===== src/rtl/cpu_pipe_pkg.sv =====
// Shared definitions for the CPU pipeline boundaries: control bit positions
// and the field widths of each inter-stage register.
package cpu_pipe_pkg;

  localparam int CTRL_REGWRITE = 0;
  localparam int CTRL_MEMTOREG = 1;

  // MEM/WB boundary: RegWrite + MemtoReg control, ReadData + ALUOut + WriteReg data
  localparam int MEM_WB_CTRL_W = 2;
  localparam int MEM_WB_DATA_W = 69;

  localparam int PIPE_MAX_DEPTH = 8;

endpackage


===== src/rtl/pipe_stage.sv =====
// One pipeline slot: valid bit, control field (zeroed for bubbles) and data
// field (never cleared by flush, only by reset).
module pipe_stage
  import cpu_pipe_pkg::*;
#(
  parameter int CTRL_W = MEM_WB_CTRL_W,
  parameter int DATA_W = MEM_WB_DATA_W
) (
  input  logic              clk,
  input  logic              rst_n,
  input  logic              src_valid,
  input  logic [CTRL_W-1:0] src_ctrl,
  input  logic [DATA_W-1:0] src_data,
  input  logic              load,
  input  logic              flush,
  output logic              valid,
  output logic [CTRL_W-1:0] ctrl,
  output logic [DATA_W-1:0] data
);

  always_ff @(posedge clk or negedge rst_n) begin
    if (!rst_n) begin
      valid <= 1'b0;
      ctrl  <= '0;
      data  <= '0;
    end else if (flush) begin
      valid <= 1'b0;
      ctrl  <= '0;
    end else if (load) begin
      valid <= src_valid;
      ctrl  <= src_valid ? src_ctrl : '0;
      data  <= src_data;
    end
  end

endmodule


===== src/rtl/pipe_reg_chain.sv =====
// Reusable pipeline boundary: DEPTH chained slots with valid/ready handshake,
// stall back-pressure, synchronous flush and bubble collapsing.
module pipe_reg_chain
  import cpu_pipe_pkg::*;
#(
  parameter int CTRL_W = MEM_WB_CTRL_W,
  parameter int DATA_W = MEM_WB_DATA_W,
  parameter int DEPTH  = 1
) (
  input  logic                         clk,
  input  logic                         rst_n,
  input  logic                         in_valid,
  output logic                         in_ready,
  input  logic [CTRL_W-1:0]            in_ctrl,
  input  logic [DATA_W-1:0]            in_data,
  input  logic                         flush,
  output logic                         out_valid,
  input  logic                         out_ready,
  output logic [CTRL_W-1:0]            out_ctrl,
  output logic [DATA_W-1:0]            out_data,
  output logic [$clog2(DEPTH+1)-1:0]   occupancy
);

  localparam int OCC_W = $clog2(DEPTH+1);

  logic              v [DEPTH];
  logic [CTRL_W-1:0] c [DEPTH];
  logic [DATA_W-1:0] d [DEPTH];
  logic [DEPTH-1:0]  rdy;

  function automatic logic [OCC_W-1:0] popcount(input logic bits [DEPTH]);
    logic [OCC_W-1:0] n;
    n = '0;
    for (int i = 0; i < DEPTH; i++) n = n + OCC_W'(bits[i]);
    return n;
  endfunction

  // Ready ripples from the output back: an empty slot always accepts, which
  // is what squeezes bubbles out while the consumer is stalled.
  always_comb begin
    rdy = '0;
    rdy[DEPTH-1] = ~v[DEPTH-1] | out_ready;
    for (int k = DEPTH - 2; k >= 0; k--) rdy[k] = ~v[k] | rdy[k+1];
  end

  for (genvar k = 0; k < DEPTH; k++) begin : g_stage
    logic              src_valid;
    logic [CTRL_W-1:0] src_ctrl;
    logic [DATA_W-1:0] src_data;

    if (k == 0) begin : g_head
      assign src_valid = in_valid & ~flush;
      assign src_ctrl  = in_ctrl;
      assign src_data  = in_data;
    end else begin : g_link
      assign src_valid = v[k-1];
      assign src_ctrl  = c[k-1];
      assign src_data  = d[k-1];
    end

    pipe_stage #(
      .CTRL_W(CTRL_W),
      .DATA_W(DATA_W)
    ) u_stage (
      .clk      (clk),
      .rst_n    (rst_n),
      .src_valid(src_valid),
      .src_ctrl (src_ctrl),
      .src_data (src_data),
      .load     (rdy[k]),
      .flush    (flush),
      .valid    (v[k]),
      .ctrl     (c[k]),
      .data     (d[k])
    );
  end

  assign in_ready  = rdy[0] & ~flush;
  assign out_valid = v[DEPTH-1];
  assign out_ctrl  = c[DEPTH-1];
  assign out_data  = d[DEPTH-1];
  assign occupancy = popcount(v);

endmodule


===== config.mk =====
export PLATFORM = sky130hd
export DESIGN_NAME = pipe_reg_chain
export DESIGN_NICKNAME = d
export VERILOG_FILES = /design/src/rtl/cpu_pipe_pkg.sv /design/src/rtl/pipe_stage.sv /design/src/rtl/pipe_reg_chain.sv
export SDC_FILE = /design/constraint.sdc
export NUM_CORES = 1
export LEC_CHECK = 0
export CAP_MARGIN = 0
export CORE_ASPECT_RATIO = 0.5
export CORE_MARGIN = 3
export CORE_UTILIZATION = 40
export CTS_CLUSTER_DIAMETER = 100
export CTS_CLUSTER_SIZE = 24
export DETAILED_ROUTE_END_ITERATION = 16
export DONT_BUFFER_PORTS = 1
export HOLD_SLACK_MARGIN = 0.05
export PLACE_DENSITY_LB_ADDON = 0.15
export SYNTH_ARGS = -nofsm -noshare
export SYNTH_HDL_FRONTEND = slang
export SYNTH_HIERARCHICAL = 1
export SYNTH_SLANG_ARGS = --single-unit

===== constraint.sdc =====
create_clock -name clk -period 2.9 [get_ports clk]
set_input_delay 0 -clock clk [delete_from_list [all_inputs] [get_ports clk]]
set_output_delay 0 -clock clk [all_outputs]
set_load 0.005 [all_outputs]

# Yosys cells after proc, flatten, opt, wreduce, memory -nomap -nowiden
# Cells that the tools add are included.
# word_totals
regBits	72
in_bits	76
output_inout_bits	74
# classes
mux	5
bitwise_logic	5
n_reduce_logical	2
# op_table
operator	n
2-bit 2-to-1 mux	3
1-bit AND	2
1-bit 2-to-1 mux	2
1-bit inverter	2
2-bit AND reduction	1
2-bit nonzero test	1
1-bit OR	1

# Longest topological paths before layout
# Gate-level depths: netlist of run 1.
# logic_depth
ltp_word	5
depth_mapped	5
ltp_nobuf	3

# By module
# The synthesis of run 1 kept the hierarchy.
# modules_own_cells
mod	n_inst	cells_each	area_each_um2	seq_area_each_um2
pipe_stage	1	155	3045.4	1801.7
pipe_reg_chain	1	4	41.3	0.0

# Least setup slack after synthesis of run 1
# Ideal clock, no wire load.
# synth_timing
path_kind	register to register
start	register g_stage[0].u_stage.valid
end	register g_stage[0].u_stage.data[0]
arrival_time_ps	1252
t_required_ps	2775
setup_slack_ps	1523
path_stages_with_launch	6
n_path_buf	2
period_less_slack_ps	1377
path_cell_list	dfrtp_1 -> nand2b_4 -> nor2b_4 -> buf_12 -> buf_12 -> mux2_4
# synth_via
elab_chain_cells	3
# synth_rtl
item	line	source
start, declared	pipe_stage.sv:16	output logic valid,
start signal, assigned	pipe_stage.sv:30	valid <= src_valid;
1-bit inverter	pipe_reg_chain.sv:42	rdy[DEPTH-1] = ~v[DEPTH-1] | out_ready;
1-bit OR	pipe_reg_chain.sv:42	
net rdy	pipe_reg_chain.sv:29	logic [DEPTH-1:0] rdy;
2-bit AND reduction (no line)	-	
end signal, assigned	pipe_stage.sv:32	data <= src_data;
end, declared	pipe_stage.sv:18	output logic [DATA_W-1:0] data
# The timed path passes the listed nets, and every way through them passes these cells.
# A chain may end at the register's enable or synchronous reset.

# Worst setup path in the final report of run 1
# layout_timing
start	register g_stage[0].u_stage.valid
end	register g_stage[0].u_stage.data[63]
# The elaborated chain is that of the path after synthesis.

==> results of run 1 <==
==> report_power, final <==
group | leakage, uW | total [uW] | switching, uW | internal [uW]
Clock | 0.000135 | 1010 | 370 | 639
Combinational | 0.000939 | 338 | 98.5 | 239
Sequential | 0.000847 | 1220 | 99.9 | 1120
==> cell families after synthesis <==
logic type / share of synthesized area, %
flip-flops: 58.37
multiplexers: 33.77
buffers and inverters: 5.432
AND/OR/NAND/NOR: 1.784
AO/OA/AOI/OAI: 0.6486
==> layout make-up <==
class                   count  share of cell area [%]
clock buffers              14                   6.697
multi-input cells          78                   27.31
flip-flops and latches     72                   44.04
well taps                  92                   2.813
repair buffers             77                   19.14
==> synth_stat cells, drive strengths merged <==
cell type	count
mux2	69
a32o	2
dfrtp	72
nor2	2
nor2b	3
mux2i	1
nand2b	1
buf	9
==> sequential cells by signal, indices dropped and copies added (netlist names) <==
signal / count
g_stage.u_stage/ctrl: 2
g_stage.u_stage/data: 69
g_stage.u_stage/valid: 1
==> metrics by stage <==
step	power, uW	area, sq um	util, %
after floorplan	1444	3087	-
after global placement	1463	3049	43.14
after detailed placement	1466	3049	43.14
after CTS	2602	4091	57.89
after global routing	2700	4091	57.89
final	2566	4091	57.89
==> worst max-delay path, cell delays in order (launching register included) <==
cell and delay, ns:
dfrtp_1 0.45, nand2b_4 0.12, nor2b_4 0.14, buf_4 0.61
mux2_2 0.42
==> per-layer routing <==
metal / GRT usage, % / vias up / share of wire [%]
met5: 0 / - / 0
met3: 7.560 / 12 / 9.0
li1: - / 708 / -
met1: 16.42 / 808 / 39
met2: 24.68 / 83 / 50
met4: 5.959 / 0 / 2.0
==> path summary, 6_finish.rpt <==
check                                                              from                                       to  slack, ns  cells past startpoint
min in group asynchronous                                         rst_n  g_stage[0].u_stage/data[31]$_DFFE_PN0P_       0.20                      2
worst max-delay path               g_stage[0].u_stage/valid$_DFFE_PN0P_  g_stage[0].u_stage/data[63]$_DFFE_PN0P_       1.01                      4
max in group asynchronous                                         rst_n  g_stage[0].u_stage/data[42]$_DFFE_PN0P_       2.37                      2
worst min register to register  g_stage[0].u_stage/data[28]$_DFFE_PN0P_  g_stage[0].u_stage/data[28]$_DFFE_PN0P_       0.54                      1
worst max register to register     g_stage[0].u_stage/valid$_DFFE_PN0P_  g_stage[0].u_stage/data[63]$_DFFE_PN0P_       1.01                      4
worst min-delay path                                           in_valid   g_stage[0].u_stage/ctrl[0]$_DFFE_PN0P_       0.09                      2
==> placed cells by master (no fill, tap or decap) <==
cell	netlist	layout
a32o_1	2	2
buf_16	0	1
buf_4	1	2
clkbuf_1	0	2
clkbuf_16	0	9
clkbuf_8	0	3
dfrtp_1	72	72
dlygate4sd3_1	0	74
mux2_2	1	1
mux2_4	68	68
mux2i_1	1	1
nand2b_4	1	1
nor2_1	2	2
nor2b_1	1	1
nor2b_4	2	2
==> run metrics, run 1 <==
initial antenna violation count 0; hold bufs inserted after CTS 75; minimum clock period approximately 1.9 ns; Filler cells roughly 530; Worst Hold Class in -> reg; area delta synth->final 32.55%; post-synth cell types 11; core area ~7100 sq um; vias after detailed routing approximately 1,600; Syn Nets 235; number of I/O port buffers 0; Final ANT Viol Nets 0; post-synth top area share between 50% and 60%; total CTS buffers 9; vias in the first global route 1,828; final hold slack ~0.09 ns; first-pass GRT wire length between 9 and 10 mm; Layout Nets 314; effective utilization at floorplan a little over two fifths; Total Die Area between 8000 and 9000 sq um; crit path DAT 2.09 ns; num rows 21; worst skew pair latency 0.32 ns; drt first pass iters 2; area of the multi-input gates 1117 sq um; Setup Viol. Count Final 0; final period utilization 65.03%; GRT Util Overall 14.83%; CTS tree done; max cap viols 0; final worst slack 1.014 ns; Mapped Cells between 150 and 200; routability cong. approximately 0.7; post-synthesis sequential area ratio 58.37%; largest net degree at the start of global routing 73; Die H between 60 and 70 microns; Die Wd roughly 130 microns; clock slew at reported path FFs ~0.05 ns; post-DP HPWL 3.687 mm; Crit Path Class reg -> reg; Fin Clk Skew ~0.0011 ns; Post-CTS Setup Repair Bufs 0; FF+latch area 1802 sq um; outcome finished, final reports clean; Synth area leaders dfrtp_1 (58%), mux2_4 (33%), buf_12 (5.2%); ratio of cells with drive above 1 in the final layout between 30 and 40%; number of synthesis warnings 6; peak supply drop 315.6 uV; wire per inst 18.84 microns; cell taking the most area after synthesis dfrtp_1; synthesized flop and latch total 72; total wire length approximately 6.3 mm; leakage around 0.0019 uW; H-tree depth 3; Cell Count Post-Placement 244; critical path peak fanout between 40 and 50; DR vias/cell approximately 4.8; clock root buffer clkbuf_16; crit end category register; DR DRC count 0; Final Slew Violations 0; Avg Inst Size Synth ~19 sq um; ANT cells 0; Slew Limit Headroom between 40% and 50%; post_cts resized 0; Clock Sinks 72; RSZ-0062 raised after global routing false; Top Ports 150; CP Data Required Time roughly 3.1 ns; fin cells 333; CTS Buffer Depth 2; worst-margin pin slew 0.7586 ns; DP Worst Slack roughly 1 ns; pwr/cell area about 630 nW/um^2; netlist area before placement ~3000 sq um; final hold vios 0; initial drt markers 52; GRT overflow 0; setup TNS 0 ns; CP startpoint kind register; FMAX between 500 and 600 MHz
(Power assumes the default switching activity.)
==> run 2, diff against run 1 <==
--- a/config.mk
+++ b/config.mk
@@ -5,6 +5,7 @@
 export SDC_FILE = /design/constraint.sdc
 export NUM_CORES = 1
 export LEC_CHECK = 0
+export ABC_AREA = 1
 export CAP_MARGIN = 0
 export CORE_ASPECT_RATIO = 0.5
 export CORE_MARGIN = 3
==> constraint.sdc (replaced) <==
create_clock -name clk -period 1.65 [get_ports clk]
set_input_delay 0 -clock clk [delete_from_list [all_inputs] [get_ports clk]]
set_output_delay 0 -clock clk [all_outputs]
set_load 0.005 [all_outputs]
==> run metrics, run 2 <==
outcome complete, but fails checks (was finished, final reports clean); failing checks hold timing; delay-heaviest family, CP buffers and inverters (unchanged); final hold slack -0.6332 ns (was 0.09194 ns); final period utilization 93.08% (was 65.03%); synth cell count leaders nand2_1 (216), dfrtp_1 (72), buf_2 (12) (was dfrtp_1 (72), mux2_4 (68), buf_12 (8)); wire per inst 14.85 microns (was 18.84 microns); crit path DAT 1.74 ns (was 2.09 ns); Die Wd 123.2 microns (was 130.2 microns); crit-path max cell delay 0.56 ns (was 0.61 ns); Post-CTS Setup Repair Bufs 0 (unchanged); post-DP HPWL 4.203 mm (was 3.687 mm); Post-synth top flop dfrtp_1 (unchanged); commonest non-fill, non-tap cell in the layout nand2_1 (was dlygate4sd3_1); GRT Util Overall 18.93% (was 14.83%); post-synth cell types 10 (was 11); vias after detailed routing 2,295 (was 1,611); Syn Nets 389 (was 235); worst-path cell chain nand2_1 > nand4_1 > dlygate4sd3_1 > nand2_1 (was nand2b_4 > nor2b_4 > buf_4 > mux2_2); pwr/cell area 1139 nW/um^2 (was 627.2 nW/um^2); synthesized flop and latch total 72 (unchanged); ratio of cells with drive above 1 in the final layout 5.852% (was 36.10%); total wire length 7.144 mm (was 6.274 mm); CP Data Required Time 1.86 ns (was 3.10 ns); num rows 20 (was 21); asr flop ratio synth 100.0% (unchanged); clock root buffer clkbuf_16 (unchanged); effective utilization at floorplan 43.19% (was 43.67%); critical path peak fanout 5 (was 44); hold bufs inserted after CTS 75 (unchanged); post-synthesis sequential area ratio 65.63% (was 58.37%); crit end category register (unchanged); CTS tree done (unchanged); vias in the first global route 2,404 (was 1,828); ANT cells 0 (unchanged); most numerous cell in the Yosys netlist nand2_1 (was dfrtp_1); CTS Buffer Depth 2 (unchanged); total CTS buffers 9 (unchanged); DR DRC count 0 (unchanged); largest net degree at the start of global routing 73 (unchanged); core area 6356 sq um (was 7068 sq um); clock slew at reported path FFs 0.05 ns (about the same); max cap viols 0 (unchanged); post-synth top area share 65.63% (was 58.37%); GRT overflow 0 (unchanged); Final Slew Violations 0 (unchanged); worst skew pair latency 0.32 ns (about the same); number of I/O port buffers 0 (unchanged); Final ANT Viol Nets 0 (unchanged); Slew Limit Headroom 83.27% (was 49.43%); CP startpoint kind register (unchanged); area delta synth->final 41.57% (was 32.55%); Mapped Cells 313 (was 159); cell taking the most area after synthesis dfrtp_1 (unchanged); DR vias/cell 4.771 (was 4.838); Die H 64.58 microns (was 68.12 microns); Top Ports 150 (unchanged); routability cong. 0.7490 (was 0.6886); Avg Inst Size Synth 8.770 sq um (was 19.41 sq um); initial antenna violation count 0 (unchanged); Crit Reg-Reg Endpoint g_stage[0].u_stage/ctrl[1]$_DFFE_PN0P_ (was g_stage[0].u_stage/data[63]$_DFFE_PN0P_); final hold vios 72 (was 0); H-tree depth 3 (unchanged); max reg flops 69 (unchanged); Layout Nets 464 (was 314); FF-to-FF path depth 4 (unchanged); initial drt markers 101 (was 52); Synth area leaders dfrtp_1 (66%), nand2_1 (30%), buf_2 (2.2%) (was dfrtp_1 (58%), mux2_4 (33%), buf_12 (5.2%)); Worst Path Buf+Inv 1 (unchanged); Largest Register g_stage.u_stage/data (unchanged); biggest regs g_stage.u_stage/data: 69 flops, g_stage.u_stage/ctrl: 2 flops, g_stage.u_stage/valid: 1 flops (unchanged); FMAX 651.1 MHz (was 530.3 MHz); first-pass GRT wire length 11.50 mm (was 9.742 mm); Fin Clk Skew 0.003670 ns (was 0.001106 ns); peak supply drop 567.5 uV (was 315.6 uV); Setup Viol. Count Final 0 (unchanged); EDFF count, synth 0 (unchanged); number of synthesis warnings 6 (unchanged); Worst Hold Class in -> async (was in -> reg); most frequent cells in the layout nand2_1 (215), dlygate4sd3_1 (75), dfrtp_1 (72) (was dlygate4sd3_1 (74), dfrtp_1 (72), mux2_4 (68)); post_cts resized 0 (unchanged); netlist area before placement 2745 sq um (was 3087 sq um); cell repeated most along the worst path nand2_1; Max stage delay cell, worst path dlygate4sd3_1 (was buf_4); setup TNS 0 ns (unchanged); leakage 0.002029 uW (was 0.001921 uW); critical path depth 4 (unchanged); setup slack, reg-to-reg 0.11 ns (was 1.01 ns); Clock Sinks 72 (unchanged); Crit Path Class reg -> reg (unchanged); minimum clock period 1.536 ns (was 1.886 ns); RSZ-0062 raised after global routing false (unchanged); drt first pass iters 4 (was 2); Total Die Area 7953 sq um (was 8871 sq um); reg2reg start g_stage[0].u_stage/valid$_DFFE_PN0P_ (unchanged); Filler cells 519 (was 528); worst-margin pin slew 0.2503 ns (was 0.7586 ns)
run 2: cell count changes after synthesis, moves of 2 or more:
cell	delta
nand2_1	+216
inv_2	+2
nor2b_4	-2
buf_2	+12
inv_1	+2
nand4_1	+2
buf_4	+2
buf_12	-8
mux2_4	-68
a32o_1	-2
run 2: final cells by class:
class / instances / area (sq um) / share of cell area, %
Clock buffer: 13 / 260.3 / 6.697
Clock inverter: 3 / 40.04 / 1.030
Inverter: 4 / 15.01 / 0.3863
Multi-Input combinational cell: 222 / 853.3 / 21.96
Sequential cell: 72 / 1802 / 46.36
Tap cell: 88 / 110.1 / 2.833
Timing Repair Buffer: 79 / 805.8 / 20.73
run 2: power by group:
group          switching [uW]  total, uW  internal [uW]  leakage (uW)
clock                     664       1910           1250      0.000150
sequential                154       2100           1950      0.000883
combinational             199        415            215      0.000996
run 2: worst max path at each step:
stage                                               from                                       to  slack [ns]
floorplan           g_stage[0].u_stage/valid$_DFFE_PN0P_  g_stage[0].u_stage/data[53]$_DFFE_PN0P_        0.43
global placement    g_stage[0].u_stage/valid$_DFFE_PN0P_  g_stage[0].u_stage/data[57]$_DFFE_PN0P_        0.31
detailed placement  g_stage[0].u_stage/valid$_DFFE_PN0P_  g_stage[0].u_stage/data[15]$_DFFE_PN0P_        0.24
CTS                 g_stage[0].u_stage/valid$_DFFE_PN0P_   g_stage[0].u_stage/ctrl[1]$_DFFE_PN0P_        0.18
global route        g_stage[0].u_stage/valid$_DFFE_PN0P_   g_stage[0].u_stage/ctrl[1]$_DFFE_PN0P_        0.05
finish              g_stage[0].u_stage/valid$_DFFE_PN0P_   g_stage[0].u_stage/ctrl[1]$_DFFE_PN0P_        0.11
run 2: kinds of logic (layout without fill, tap and decap cells):
kind of cell / Yosys count / in the layout / synth area share, %
buffers and inverters: 19 / 99 / 3.555
AOI/OAI and AO/OA: 1 / 1 / 0.3191
and+or+nand+nor: 221 / 221 / 30.49
DFF: 72 / 72 / 65.63
run 2: routing by layer:
layer | up-vias | track usage (%) | wire length (microns)
met5 | - | 0 | 0
met4 | 0 | 8.552 | 168
met3 | 17 | 8.021 | 684
met2 | 114 | 33.60 | 3606
met1 | 1081 | 19.53 | 2683
li1 | 1083 | - | -
run 2: stage by stage:
step	cells	utilization [%]	setup WS [ns]	total power, uW	cell area, sq um
after floorplan	313	-	0.4298	2298	2745
after global placement	390	44.61	0.3058	2378	2835
after detailed placement	390	44.61	0.2382	2394	2835
after CTS	481	61.14	0.1796	4500	3886
after global routing	481	61.14	0.05402	4648	3886
final	481	61.14	0.1143	4425	3886
